`src/rtl/dual_issue_queue.sv`:
```
// dual_issue_queue
//   Buffers decoded instruction pairs in a circular FIFO and issues them
//   to an even pipe and an odd pipe. The head pair may issue both
//   instructions in one cycle if they target different pipes and b does
//   not read the register a writes. Otherwise a issues first and b
//   follows from the SECOND state.
//
// Handshake: every port transfers on a rising edge where valid && ready.
//   Each valid is produced from registered state and never depends on its
//   own ready. The one exception is b in the PAIR state. Its valid is also
//   gated by the ready of a's port. This keeps b from transferring in a
//   cycle where a does not, so the two pipes always see program order.
//
// Ports:
//   clk, reset (sync, active-low), flush
//   in_valid/in_ready plus in_* pair fields   push side, from the decoder
//   even_valid/even_ready/even_instr          even-pipe issue port
//   odd_valid/odd_ready/odd_instr             odd-pipe issue port
//   count                                     occupied entries, head included
//   dual_cnt, single_cnt                      only when ISSUE_STATS_EN is defined
//
// Optional feature macro: ISSUE_STATS_EN (issue statistics counters).
// Debug: the head FSM is held in `state` (state_t) for bound checkers.
module dual_issue_queue #(
  parameter int DEPTH = 4,
  parameter int IW    = 32,
  parameter int RW    = 7
) (
  input  logic                         clk,
  input  logic                         reset,
  input  logic                         flush,
  input  logic                         in_valid,
  output logic                         in_ready,
  input  logic [IW-1:0]                in_instr_a,
  input  logic [IW-1:0]                in_instr_b,
  input  logic                         in_pipe_a,
  input  logic                         in_pipe_b,
  input  logic                         in_b_valid,
  input  logic                         in_wr_a,
  input  logic [RW-1:0]                in_rt_a,
  input  logic [3*RW-1:0]              in_src_b,
  input  logic [2:0]                   in_src_vld_b,
  output logic                         even_valid,
  input  logic                         even_ready,
  output logic [IW-1:0]                even_instr,
  output logic                         odd_valid,
  input  logic                         odd_ready,
  output logic [IW-1:0]                odd_instr,
  output logic [$clog2(DEPTH+1)-1:0]   count
`ifdef ISSUE_STATS_EN
  ,
  output logic [15:0]                  dual_cnt,
  output logic [15:0]                  single_cnt
`endif
);

  localparam int PW = $clog2(DEPTH);
  localparam int CW = $clog2(DEPTH+1);

  typedef enum logic [1:0] {
    S_EMPTY  = 2'd0,
    S_PAIR   = 2'd1,
    S_SECOND = 2'd2
  } state_t;

  typedef struct packed {
    logic [IW-1:0] instr_a;
    logic [IW-1:0] instr_b;
    logic          pipe_a;
    logic          pipe_b;
    logic          b_valid;
    logic          dep;
  } entry_t;

  state_t        state;
  entry_t        mem [DEPTH];
  logic [PW-1:0] wr_ptr;
  logic [PW-1:0] rd_ptr;

  entry_t        head;
  entry_t        in_entry;
  logic          in_dep;
  logic          push;
  logic          pop;
  logic          a_ready;
  logic          b_ready;
  logic          b_dual;
  logic          a_xfer;
  logic          b_xfer;
  logic          even_xfer;
  logic          odd_xfer;
  logic [CW-1:0] count_next;

  // Hazard check: b reads (through any used source) the register a writes.
  // The src_b fields are packed ra at [RW-1:0], rb above it, rc on top.
  always_comb begin
    in_dep = 1'b0;
    for (int i = 0; i < 3; i++) begin
      if (in_src_vld_b[i] && (in_src_b[i*RW +: RW] == in_rt_a)) in_dep = 1'b1;
    end
    in_dep = in_dep && in_wr_a;
  end

  always_comb begin
    in_entry.instr_a = in_instr_a;
    in_entry.instr_b = in_instr_b;
    in_entry.pipe_a  = in_pipe_a;
    in_entry.pipe_b  = in_pipe_b;
    in_entry.b_valid = in_b_valid;
    in_entry.dep     = in_dep;
  end

  // A full queue refuses a push even if the head pops in the same cycle.
  assign in_ready = reset && !flush && (count < CW'(DEPTH));
  assign push     = in_valid && in_ready;

  assign head    = mem[rd_ptr];
  assign a_ready = head.pipe_a ? odd_ready : even_ready;
  assign b_ready = head.pipe_b ? odd_ready : even_ready;
  assign b_dual  = head.b_valid && (head.pipe_b != head.pipe_a) && !head.dep;

  // Issue port drive. While reset is low nothing is presented, so no
  // partial transfer can happen around a mid-issue reset.
  always_comb begin
    even_valid = 1'b0;
    even_instr = '0;
    odd_valid  = 1'b0;
    odd_instr  = '0;
    if (reset) begin
      case (state)
        S_PAIR: begin
          if (head.pipe_a) begin
            odd_valid = 1'b1;
            odd_instr = head.instr_a;
          end else begin
            even_valid = 1'b1;
            even_instr = head.instr_a;
          end
          if (b_dual && a_ready) begin
            if (head.pipe_b) begin
              odd_valid = 1'b1;
              odd_instr = head.instr_b;
            end else begin
              even_valid = 1'b1;
              even_instr = head.instr_b;
            end
          end
        end
        S_SECOND: begin
          if (head.pipe_b) begin
            odd_valid = 1'b1;
            odd_instr = head.instr_b;
          end else begin
            even_valid = 1'b1;
            even_instr = head.instr_b;
          end
        end
        default: ;
      endcase
    end
  end

  assign even_xfer = even_valid && even_ready;
  assign odd_xfer  = odd_valid && odd_ready;

  assign a_xfer = reset && (state == S_PAIR) && a_ready;
  assign b_xfer = reset && (((state == S_PAIR) && b_dual && a_ready && b_ready) ||
                            ((state == S_SECOND) && b_ready));

  // The entry leaves once its last instruction has gone.
  assign pop = ((state == S_PAIR) && a_xfer && (b_xfer || !head.b_valid)) ||
               ((state == S_SECOND) && b_xfer);

  assign count_next = count + CW'(push) - CW'(pop);

  always_ff @(posedge clk) begin
    if (!reset || flush) begin
      state  <= S_EMPTY;
      count  <= '0;
      wr_ptr <= '0;
      rd_ptr <= '0;
    end else begin
      count <= count_next;
      if (push) wr_ptr <= wr_ptr + PW'(1);
      if (pop)  rd_ptr <= rd_ptr + PW'(1);
      // A fresh head (after a pop or into an empty queue) always starts in
      // PAIR; a pair pushed this cycle becomes visible next cycle.
      if (pop || (state == S_EMPTY)) begin
        state <= (count_next != '0) ? S_PAIR : S_EMPTY;
      end else if ((state == S_PAIR) && a_xfer) begin
        state <= S_SECOND;
      end
    end
  end

  // Payload storage needs no reset: pointers and count define validity.
  always_ff @(posedge clk) begin
    if (push) mem[wr_ptr] <= in_entry;
  end

`ifdef ISSUE_STATS_EN
  // Statistics survive flush and clear only on reset.
  always_ff @(posedge clk) begin
    if (!reset) begin
      dual_cnt   <= '0;
      single_cnt <= '0;
    end else begin
      if (even_xfer && odd_xfer && (dual_cnt != 16'hFFFF))
        dual_cnt <= dual_cnt + 16'd1;
      if ((even_xfer ^ odd_xfer) && (single_cnt != 16'hFFFF))
        single_cnt <= single_cnt + 16'd1;
    end
  end
`endif

endmodule

```
`config.mk`:
```
export PLATFORM = sky130hd
export DESIGN_NAME = dual_issue_queue
export DESIGN_NICKNAME = d
export VERILOG_FILES = /design/src/rtl/dual_issue_queue.sv
export SDC_FILE = /design/constraint.sdc
export NUM_CORES = 1
export LEC_CHECK = 0
export ABC_CLOCK_PERIOD_IN_PS = 5000
export CAP_MARGIN = 40
export CORE_MARGIN = 4
export CORE_UTILIZATION = 41
export CTS_CLUSTER_DIAMETER = 40
export DETAILED_ROUTE_END_ITERATION = 10
export PLACE_DENSITY = 0.74
export SETUP_SLACK_MARGIN = 0.02
export SLEW_MARGIN = 10
export SYNTH_ARGS = -nofsm -noshare
export SYNTH_HDL_FRONTEND = slang
export SYNTH_SLANG_ARGS = --single-unit
```
`constraint.sdc`:
```
create_clock -name clk -period 5 [get_ports clk]
set_input_delay 1.25 -clock clk [delete_from_list [all_inputs] [get_ports clk]]
set_output_delay 1.25 -clock clk [all_outputs]
set_load 0.02 [all_outputs]
```
### Word level (Yosys, flattened, before mapping)

Memories as Yosys holds them, arrays and structs flattened. A register that Yosys moved wholly into a read port is not among the register bits.
Cells that the tools add are included.

* memories: 1
* memory bits (writable): 272
* output and inout bits: 70
* bits in registers: 9
* input port bits: 105

* add/subtract/negate cells: 4
* order comparisons: 1
* reduce and logical (&&, ||, !) cells: 32
* muxes and demuxes: 36
* equality and inequality tests: 6

Memories
* mem: words 4, bits a word 68, read ports 1, clocked after memory_dff 1, write ports 1, line 76 `entry_t mem [DEPTH];`

Operators with widths (number)
* $mux W32: 10
* $pmux W32 S2: 2
* $eq A7 B7 Y1: 3
* $logic_and A1 B1 Y1: 20
* $mux W1: 18
* $mux W2: 4
* $logic_or A1 B1 Y1: 5
* $add A2 B1 Y2 const B: 2
* $logic_not A1 Y1: 4
* $pmux W1 S2: 2
* $add A3 B1 Y3: 1
* $lt A3 B3 Y1 const B: 1
* $reduce_bool A3 Y1: 1
* $sub A3 B1 Y3: 1
* $eq A2 B1 Y1 const B: 1
* $eq A2 B2 Y1 const B: 1
* $logic_not A2 Y1: 1
* $reduce_bool A2 Y1: 1
* $ne A1 B1 Y1: 1

### Depth between registers and ports, before layout

Gate-level depths: netlist (run 1).

* depth after elaboration: 15
* depth in mapped cells: 18
* depth with buffers taken out: 16

### Worst setup path after synthesis (run 1)

No wires, ideal clock.

* path type: input port to flip-flop
* start: in flush
* end: mem mem[0][0] (netlist name), enable pin
* setup slack: 861 ps
* setup time: 434 ps
* data arrival time: 3705 ps
* stages: 4
* required time: 4566 ps
* cells stage by stage: nand2b_1 clkbuf_1 nor2_1 and3_1

* cells in the longest elaborated chain, start to end: 6

Ends and longest elaborated chain
* start: declaration: line 31 `input logic flush,`
* $logic_not A1 Y1: line 114 `assign in_ready = reset && !flush && (count < CW'(DEPTH));`
* $logic_and A1 B1 Y1 (2 in a row): line 114
* named net in_ready: line 33 `output logic in_ready,`
* $logic_and A1 B1 Y1: line 115 `assign push = in_valid && in_ready;`
* $mux W1: line 198 `if (push) mem[wr_ptr] <= in_entry;`
* $mux W1 (not written as such): line 198
* end: declaration: line 76

The timed path passes the listed nets, and every way through them passes these cells.

==> impl_metrics.ini, run 1 <==
[pwr]
power.leakage_uw = 0.005314
finalPower_uw = 5498
ir_drop_v = 0.0003696
power_density_nw_per_um2 = 358.2

[global_routing]
grt_use_met1 = 0.2184
grt_max_degree = 41
grt_first_pass_wirelength_um = 39940
grt_pass1_vias = 6989
use_met2 = 0.2859
grt-busiest-layer = met2
grt-ovfl-total = 0
grt_use_total = 0.1674
met3_usage = 0.03683
antenna_found_initial = 1

[route]
route.detailed.wl_per_inst_um = 21.13
drt_iter0_markers = 541
finalWirelength_um = 25950
antenna_left = 0
drt-vias-per-instance = 5.319
via_count = 6532
firstDrtPassIters = 5
route.detailed.drc = 0

[clock_network]
cts_made_buffers = 37
cts_max_path_buffers = 3
hold_buffers = 0
cts.sinks = 283
clock_latency_ns = 0.51
htreeDepth = 2
root_buffer = clkbuf_16
cts_tree = built
clkSlewWorstSetupHoldPaths_ns = 0.05

[final_layout]
finalNonFillerCells = 1228
multiInputGateArea_sq_um = 3092
layout.area.seq_sq_um = 8396
nFillCells = 2172
drive_gt1_frac = 0.2000
syn_to_final_growth_pct = 32.17
diodes = 0
layout.nets = 941

[place]
dpl.hpwl_um = 16490
placed_cells = 1159
io_buffers = 174
place_congestion = 0.7176

[logic_synthesis]
ys.flop_type = edfxtp_1
synth_area_leaders = edfxtp_1 (70%), mux4_2 (13%), a22oi_1 (4.1%)
synthesis.yosys.warnings = 0
synth-edff-count = 272
synth_top_area_frac = 0.7034
postSynth.asyncResetShare = 0
syn-mean-instance-area_sq_um = 18.61
ys_seq_area_frac = 0.7224
synth_area_leader_cell = edfxtp_1
synth_area_sq_um = 11610
synth_nets = 741
synth_common_cells = edfxtp_1 (272), nor2_1 (75), mux4_2 (67)
syn_inst = 624
synth.most_common_cell = edfxtp_1
ys_ff_latch = 283
ys_types = 42

[sta]
fmax_mhz = 206.0
rsz0062_at_grt = no
timing.final.crit_share = 0.9707
setup_tns_ns = 0
timing.hold.ws_ns = 0.4893
slew_violations = 0
clock_skew_ns = 0.01973
hold_violations = 0
fin_crit_ns = 4.853
setup_viol = 0
slew-limit-headroom = 0.5297
tightest_slew_ns = 0.7055

[die]
io_pins = 175
fp-row-count = 61
dieHeight_um = 176.3
core_sq_um = 27860
initial_utilization = 0.4168
die_x_um = 176.3
die-area_sq_um = 31080

[flow_run]
cap_violations = 0

[worst_setup_path]
start_kind = flop
max_stage_delay_ns = 0.61
crit_fanout = 15
crit_type = flop to output port
r2r_cells = 15
required_ns = 3.75
critPathSlowestCell = clkdlybuf4s50_1
end_kind = output port
crit_arrival_ns = 3.60
crit_family = buffers and inverters
cp.depth = 9
crit_buf_inv = 3
path_cells = mux4_2 -> inv_1 -> ha_1 -> and3b_2 -> a311oi_4 -> buf_6 -> a22oi_1 -> nor2_1 -> clkdlybuf4s50_1

[worst_hold_path]
hold-path-cell-count = 2
hold_class = flop to flop

[status]
outcome = finished, final reports clean
## layout by cell type (no fill, tap or decap), drive strengths merged, types with 2 or more instances in the layout
cell type      count
edfxtp           272
clkdlybuf4s50    122
nor2              75
mux4              67
a22oi             64
clkbuf            40
dlymetal6s2s      29
buf               25
xnor2             24
dlygate4sd2       22
inv               16
clkinv            12
ha                11
dfxtp             11
nand2              9
nand4              6
mux2i              5
and3               5
bufinv             5
clkinvlp           3
o31ai              3
a311oi             2
a21oi              2
mux2               2
o21ai              2
## final timing paths
kind,from,to,slack [ns]
worst max-delay path,flop,odd_instr[7],0.15
worst min-delay path,state[0],state[0],0.49
worst max register to register,flop,state[0],1.14
worst min register to register,state[0],state[0],0.49
## flip-flops by register name, indices dropped and copies added (netlist names), named ones only
name	flops
mem	272
count	3
rd_ptr	2
state	2
wr_ptr	2
## power by group
part / switching (uW) / internal (uW)
Combinational: 93.2 / 116
Clock: 975 / 1690
Sequential: 4.83 / 2620
## timing repair
action / CTS / global route
cloned: 1 / 0
setup endpoints to repair: 63 / 32
pin swaps: 1 / 0
resized for setup: 31 / 29
buffers inserted: 2 / 1
## final cells by class
type	count	area share
Tap cell	378	0.03082
Inverter	11	0.002691
Clock inverter	25	0.01892
Sequential cell	283	0.5471
Clock buffer	40	0.06384
Timing Repair Buffer	198	0.1352
Multi-Input combinational cell	293	0.2015
## logic make-up after synthesis
kind of cell | Yosys count | share of synthesized area
adders and majority gates | 12 | 0.01358
and+or+nand+nor | 102 | 0.03782
DFF | 283 | 0.7224
muxes | 74 | 0.1365
AOI/OAI and AO/OA | 80 | 0.05323
buffers and inverters | 48 | 0.01756
xor gates and xnor gates | 25 | 0.01886
## metrics by stage
| stage | cell area [sq um] | util | setup WS [ns] |
|---|---|---|---|
| finish | 15350 | 0.5509 | 0.1466 |
| global route | 15350 | 0.5509 | 0.01910 |
| detailed placement | 13970 | 0.5016 | 0.1456 |
| global placement | 13970 | 0.5016 | 0.1969 |
| floorplan | 11610 | - | 0.8610 |
| CTS | 15270 | 0.5480 | 0.04330 |
## worst min-delay path, delay by kind of cell (launching register included)
kind | cells | cell delay [ns]
compound gates | 1 | 0.05
simple gates | 1 | 0.07
flops | 1 | 0.32
## metal layers
layer  vias to the layer above  part of all wire
li1                       2943                 -
met1                      3349              0.41
met2                       207              0.51
met3                        31             0.063
met4                         2             0.013
met5                         -           0.00046
(Power assumes the default switching activity.)
==> inputs of run 2 (changes only) <==
--- a/config.mk
+++ b/config.mk
@@ -10,6 +10,7 @@
 export CORE_MARGIN = 4
 export CORE_UTILIZATION = 41
 export CTS_CLUSTER_DIAMETER = 40
+export CTS_CLUSTER_SIZE = 10
 export DETAILED_ROUTE_END_ITERATION = 10
 export PLACE_DENSITY = 0.74
 export SETUP_SLACK_MARGIN = 0.02
==> run 2 against run 1 <==
Effect of this change: register-to-register slack about the same; highest routed layer unchanged; combinational power about the same; flip-flop and latch count unchanged; clock skew fell by 0.0030 ns; wire length up 0.75%; hold slack is essentially flat; non-clock buffer count is 2 higher; clock power shrank 5%; worst setup slack got worse by 0.0094 ns; critical path depth did not move; clock-buffer cell count grew 6.
==> impl_metrics.ini, run 2 (synthesis gave the netlist of run 1 again) <==
[clock_network]
cts.sinks = 283
cts_made_buffers = 40
cts_tree = built
clkSlewWorstSetupHoldPaths_ns = 0.05
root_buffer = clkbuf_16
htreeDepth = 2
clock_latency_ns = 0.52
cts_max_path_buffers = 3
hold_buffers = 0

[final_layout]
diodes = 0
top_register = mem
layout.nets = 946
final_common_cell = edfxtp_1
drive_gt1_frac = 0.1937
syn_to_final_growth_pct = 32.43
largest_register_ffs = 272
fin_area_sq_um = 15380
final_cell_mix = edfxtp_1 (272), clkdlybuf4s50_1 (116), nor2_1 (75)
finalNonFillerCells = 1230
largest_registers = mem: 272 flops, count: 3 flops

[sta]
setup_tns_ns = 0
tightest_slew_ns = 0.6977
timing.final.crit_share = 0.9726
setup_ws_ns = 0.1372
rsz0062_at_grt = no
hold_violations = 0
slew-limit-headroom = 0.5349
clock_skew_ns = 0.01675
slew_violations = 0
setup_viol = 0
fin_crit_ns = 4.863
fmax_mhz = 205.6

[place]
place_ws_ns = 0.1456
dpl.hpwl_um = 16490
placed_area_sq_um = 13970
placed_cells = 1159
place_congestion = 0.7176
io_buffers = 174

[route]
firstDrtPassIters = 7
finalWirelength_um = 26140
drt-vias-per-instance = 5.354
via_count = 6585
drt_iter0_markers = 560
wl_met2_um = 13410
route.detailed.wl_per_inst_um = 21.25
m1WireLength_um = 10760
dr_wl_met3_um = 1584
routed.top_layer = met5
antenna_left = 0
route.detailed.drc = 0

[pwr]
sw_frac_of_total = 0.1937
ir_drop_v = 0.0003385
p_seq_frac = 0.489
power_density_nw_per_um2 = 349.2
clkPwrFrac = 0.472
power.leakage_uw = 0.005649
power.switching_uw = 1040
pwr-share-comb = 0.039
p_int_uw = 4329
finalPower_uw = 5369

[worst_setup_path]
path_cells = mux4_2 -> inv_1 -> ha_1 -> and3b_2 -> a311oi_4 -> buf_12 -> a22oi_1 -> nor2_1 -> clkdlybuf4s50_1
critPathSlowestCell = clkdlybuf4s50_1
crit_buf_inv = 3
max_stage_delay_ns = 0.62
crit_family = buffers and inverters
crit_arrival_ns = 3.61
required_ns = 3.75
start_kind = flop
crit_fanout = 15
crit_type = flop to output port
end_kind = output port

[flow_run]
cap_violations = 0

[global_routing]
grt-ovfl-total = 0
grt_use_total = 0.1670
grt_first_pass_wirelength_um = 39880
grt_pass1_vias = 7023
antenna_found_initial = 1
grt_max_degree = 41

[die]
dieHeight_um = 176.3
io_pins = 175
core_sq_um = 27860
fp-row-count = 61
die-area_sq_um = 31080
initial_utilization = 0.4168
die_x_um = 176.3

[status]
outcome = finished, final reports clean

[worst_hold_path]
hold_class = flop to flop
[run 2: cell types whose count changed in the layout (fill, tap and decap cells not counted)]
cell	before	now
bufinv_16	5	2
clkbuf_1	1	5
dlygate4sd2_1	22	5
clkinvlp_4	3	0
clkinv_8	1	0
clkinv_4	2	4
inv_6	5	3
dlymetal6s2s_1	29	52
clkinv_2	5	3
clkbuf_16	39	41
buf_4	13	15
clkinv_1	4	7
clkdlybuf4s50_1	122	116
[run 2: power groups by stage]
stage	combinational (uW)	sequential (uW)	clock [uW]
after global routing	227	2630	2720
after CTS	211	2630	2600
final	210	2630	2530
after global placement	204	2670	0
after detailed placement	208	2670	0
after floorplan	69.1	2680	0
[run 2: layout make-up]
class                           instances  area [sq um]
Clock buffer                           46          1045
Fill cell                            2148         12480
Tap cell                              378         473.0
Multi-Input combinational cell        293          3092
Sequential cell                       283          8396
Inverter                               11         41.29
Clock inverter                         19         162.7
Timing Repair Buffer                  200          2168
[run 2: per-layer routing]
layer	vias to the layer above	track usage
li1	2957	-
met1	3385	0.2165
met2	205	0.2863
met3	36	0.03619
met4	2	0.04743
met5	-	0
[run 2: stage by stage]
stage	hold WS (ns)	util
2_1_floorplan	0.4645	-
3_3_place_gp	0.4817	0.5016
3_5_place_dp	0.4844	0.5016
4_1_cts	0.4916	0.5464
5_1_grt	0.5235	0.5520
6_report	0.4891	0.5520
[run 2: worst register-to-register path: cells and delay by family, from the launching register on]
family | cells | cell delay [ns]
AOI/OAI and AO/OA | 4 | 0.73
and+or+nand+nor | 1 | 0.20
DFF | 1 | 0.40
muxes | 2 | 0.91
xor gates and xnor gates | 2 | 0.36
buffers and inverters | 3 | 0.30
adders and majority gates | 3 | 0.84
[run 2: final timing paths]
kind	from	to	slack, ns	cells after the start
setup reg to reg	flop	state[0]	1.14	15
hold reg to reg	state[0]	state[0]	0.49	2
hold / removal	state[0]	state[0]	0.49	2
setup / recovery	flop	odd_instr[28]	0.14	9
[run 2: repair_timing]
action | 4_1_cts | 5_1_grt
endpoints found under the setup margin | 63 | 53
hold endpoints to repair | 0 | 0
buffers inserted | 2 | 3
gates cloned | 1 | 0
pin swaps | 1 | 1
gates resized for setup | 13 | 53
==> inputs of run 3 (changes only) <==
--- a/config.mk
+++ b/config.mk
@@ -5,14 +5,14 @@
 export SDC_FILE = /design/constraint.sdc
 export NUM_CORES = 1
 export LEC_CHECK = 0
-export ABC_CLOCK_PERIOD_IN_PS = 5000
+export ABC_CLOCK_PERIOD_IN_PS = 4350
 export CAP_MARGIN = 40
 export CORE_MARGIN = 4
-export CORE_UTILIZATION = 41
+export CORE_UTILIZATION = 49
 export CTS_CLUSTER_DIAMETER = 40
 export CTS_CLUSTER_SIZE = 10
 export DETAILED_ROUTE_END_ITERATION = 10
-export PLACE_DENSITY = 0.74
+export PLACE_DENSITY = 0.87
 export SETUP_SLACK_MARGIN = 0.02
 export SLEW_MARGIN = 10
 export SYNTH_ARGS = -nofsm -noshare
==> constraint.sdc (replaced) <==
create_clock -name clk -period 4.35 [get_ports clk]
set_input_delay 1.0875 -clock clk [delete_from_list [all_inputs] [get_ports clk]]
set_output_delay 1.0875 -clock clk [all_outputs]
set_load 0.02 [all_outputs]
==> run 3 against run 2 <==
Effect of this change: flip-flop and latch count is the same; non-clock buffer count grew 10; wire length shrank 2.0%; clock-buffer cell count grew 2; critical endpoint is now even_instr[4]; largest cell class unchanged.
==> impl_metrics.ini, run 3 (synthesis gave the netlist of run 1 again) <==
[worst_setup_path]
r2r_setup_slack_ns = 0.51
r2r_end = state[0]
end_kind = output port
crit_arrival_ns = 3.15
required_ns = 3.26
crit_fanout = 27
crit_type = flop to output port
start_kind = flop
r2r_cells = 16

[sta]
tightest_slew_ns = 0.7755
slew-limit-headroom = 0.4830
timing.final.crit_share = 0.9752
setup_viol = 0
slew_violations = 0
fmax_mhz = 235.7
clock_skew_ns = 0.01706
rsz0062_at_grt = yes
setup_ws_ns = 0.1080
fin_crit_ns = 4.242
hold_violations = 0
setup_tns_ns = 0

[clock_network]
cts.sinks = 283
cts_tree = built
clock_latency_ns = 0.51
cts_max_path_buffers = 3
clkSlewWorstSetupHoldPaths_ns = 0.05
cts_made_buffers = 37
htreeDepth = 2
root_buffer = clkbuf_16

[route]
firstDrtPassIters = 5
m1WireLength_um = 10350
wl_met2_um = 13110
dr_wl_met3_um = 1619
antenna_left = 0
route.detailed.wl_per_inst_um = 21.78
routed.top_layer = met5
route.detailed.drc = 0
drt-vias-per-instance = 5.655
finalWirelength_um = 25620
via_count = 6650
drt_iter0_markers = 642

[flow_run]
cap_violations = 0

[place]
place_congestion = 0.7417
placed_cells = 1111
dpl.hpwl_um = 16710
placed_area_sq_um = 14000
io_buffers = 174
place_ws_ns = -0.1326

[final_layout]
syn_to_final_growth_pct = 28.92
fin_area_sq_um = 14970
largest_register_ffs = 272
final_common_cell = edfxtp_1
final_cell_mix = edfxtp_1 (272), clkdlybuf4s50_1 (108), nor2_1 (75)
largest_registers = mem: 272 flops, count: 3 flops
layout.nets = 953
top_register = mem
drive_gt1_frac = 0.2465
finalNonFillerCells = 1176

[die]
die-area_sq_um = 26220
core_sq_um = 23400
io_pins = 175
dieHeight_um = 161.9
initial_utilization = 0.4962
fp-row-count = 56
die_x_um = 161.9

[worst_hold_path]
hold-path-cell-count = 2
holdPathEnd = state[0]
hold_class = flop to flop
hp-start = state[0]

[global_routing]
grt_pass1_vias = 7015
grt_max_degree = 69
grt-ovfl-total = 0
grt_use_total = 0.1960
antenna_found_initial = 3
grt_first_pass_wirelength_um = 39760

[status]
outcome = finished, final reports clean

[pwr]
power.leakage_uw = 0.004766
ir_drop_v = 0.0003317
power_density_nw_per_um2 = 397.6
## run 3: final cells by class
cell class                      count  area (sq um)
Inverter                           11         41.29
Sequential cell                   283          8396
Clock buffer                       48         988.4
Antenna cell                        1         2.502
Fill cell                        1627          8433
Multi-Input combinational cell    293          3095
Timing Repair Buffer              210          1937
Tap cell                          319         399.1
Clock inverter                     11         110.1
## run 3: metrics by stage
step | util | hold slack, ns | power [uW]
finish | 0.6396 | 0.5156 | 5952
global route | 0.6396 | 0.5370 | 6166
CTS | 0.6434 | 0.5205 | 6013
detailed placement | 0.5981 | 0.5048 | 3318
global placement | 0.5981 | 0.4821 | 3307
floorplan | - | 0.4645 | 3154
## run 3: worst max-delay path by stage
| stage | startpoint | endpoint | slack [ns] | depth (start not counted) |
|---|---|---|---|---|
| 3_3_place_gp | odd_ready | odd_instr[14] | -0.02 | 8 |
| 5_1_grt | flop | even_instr[4] | -0.05 | 9 |
| 3_5_place_dp | even_ready | odd_instr[1] | -0.13 | 8 |
| 4_1_cts | flop | even_instr[0] | 0.03 | 9 |
| 2_1_floorplan | flush | mem[0][0] | 0.37 | 4 |
| 6_report | flop | even_instr[4] | 0.11 | 9 |
## run 3: critical path, cell delays in order (launching register included)
cell             delay [ns]
dfxtp_4                0.40
mux4_2                 0.52
inv_1                  0.09
ha_1                   0.24
and3b_2                0.26
a311oi_4               0.38
buf_12                 0.24
a22oi_1                0.11
nor2_1                 0.10
clkdlybuf4s15_1        0.30
## run 3: power breakdown
group / leakage (uW) / total [uW] / internal (uW) / switching (uW)
Clock: 0.000529 / 2680 / 1660 / 1030
Sequential: 0.00254 / 3020 / 3010 / 5.77
Combinational: 0.00170 / 247 / 137 / 110
## run 3: routing by layer
metal / global-route usage / vias to the layer above
met1: 0.2573 / 3385
met2: 0.3301 / 262
li1: - / 2955
met4: 0.05959 / 4
met5: 0 / -
met3: 0.04593 / 44
## run 3: timing repair
item,in CTS,in global routing
cloned,0,1
gates resized for setup,99,74
endpoints found under the setup margin,65,62
setup buffers,1,3
pin swaps,2,3
hold buffers,0,0
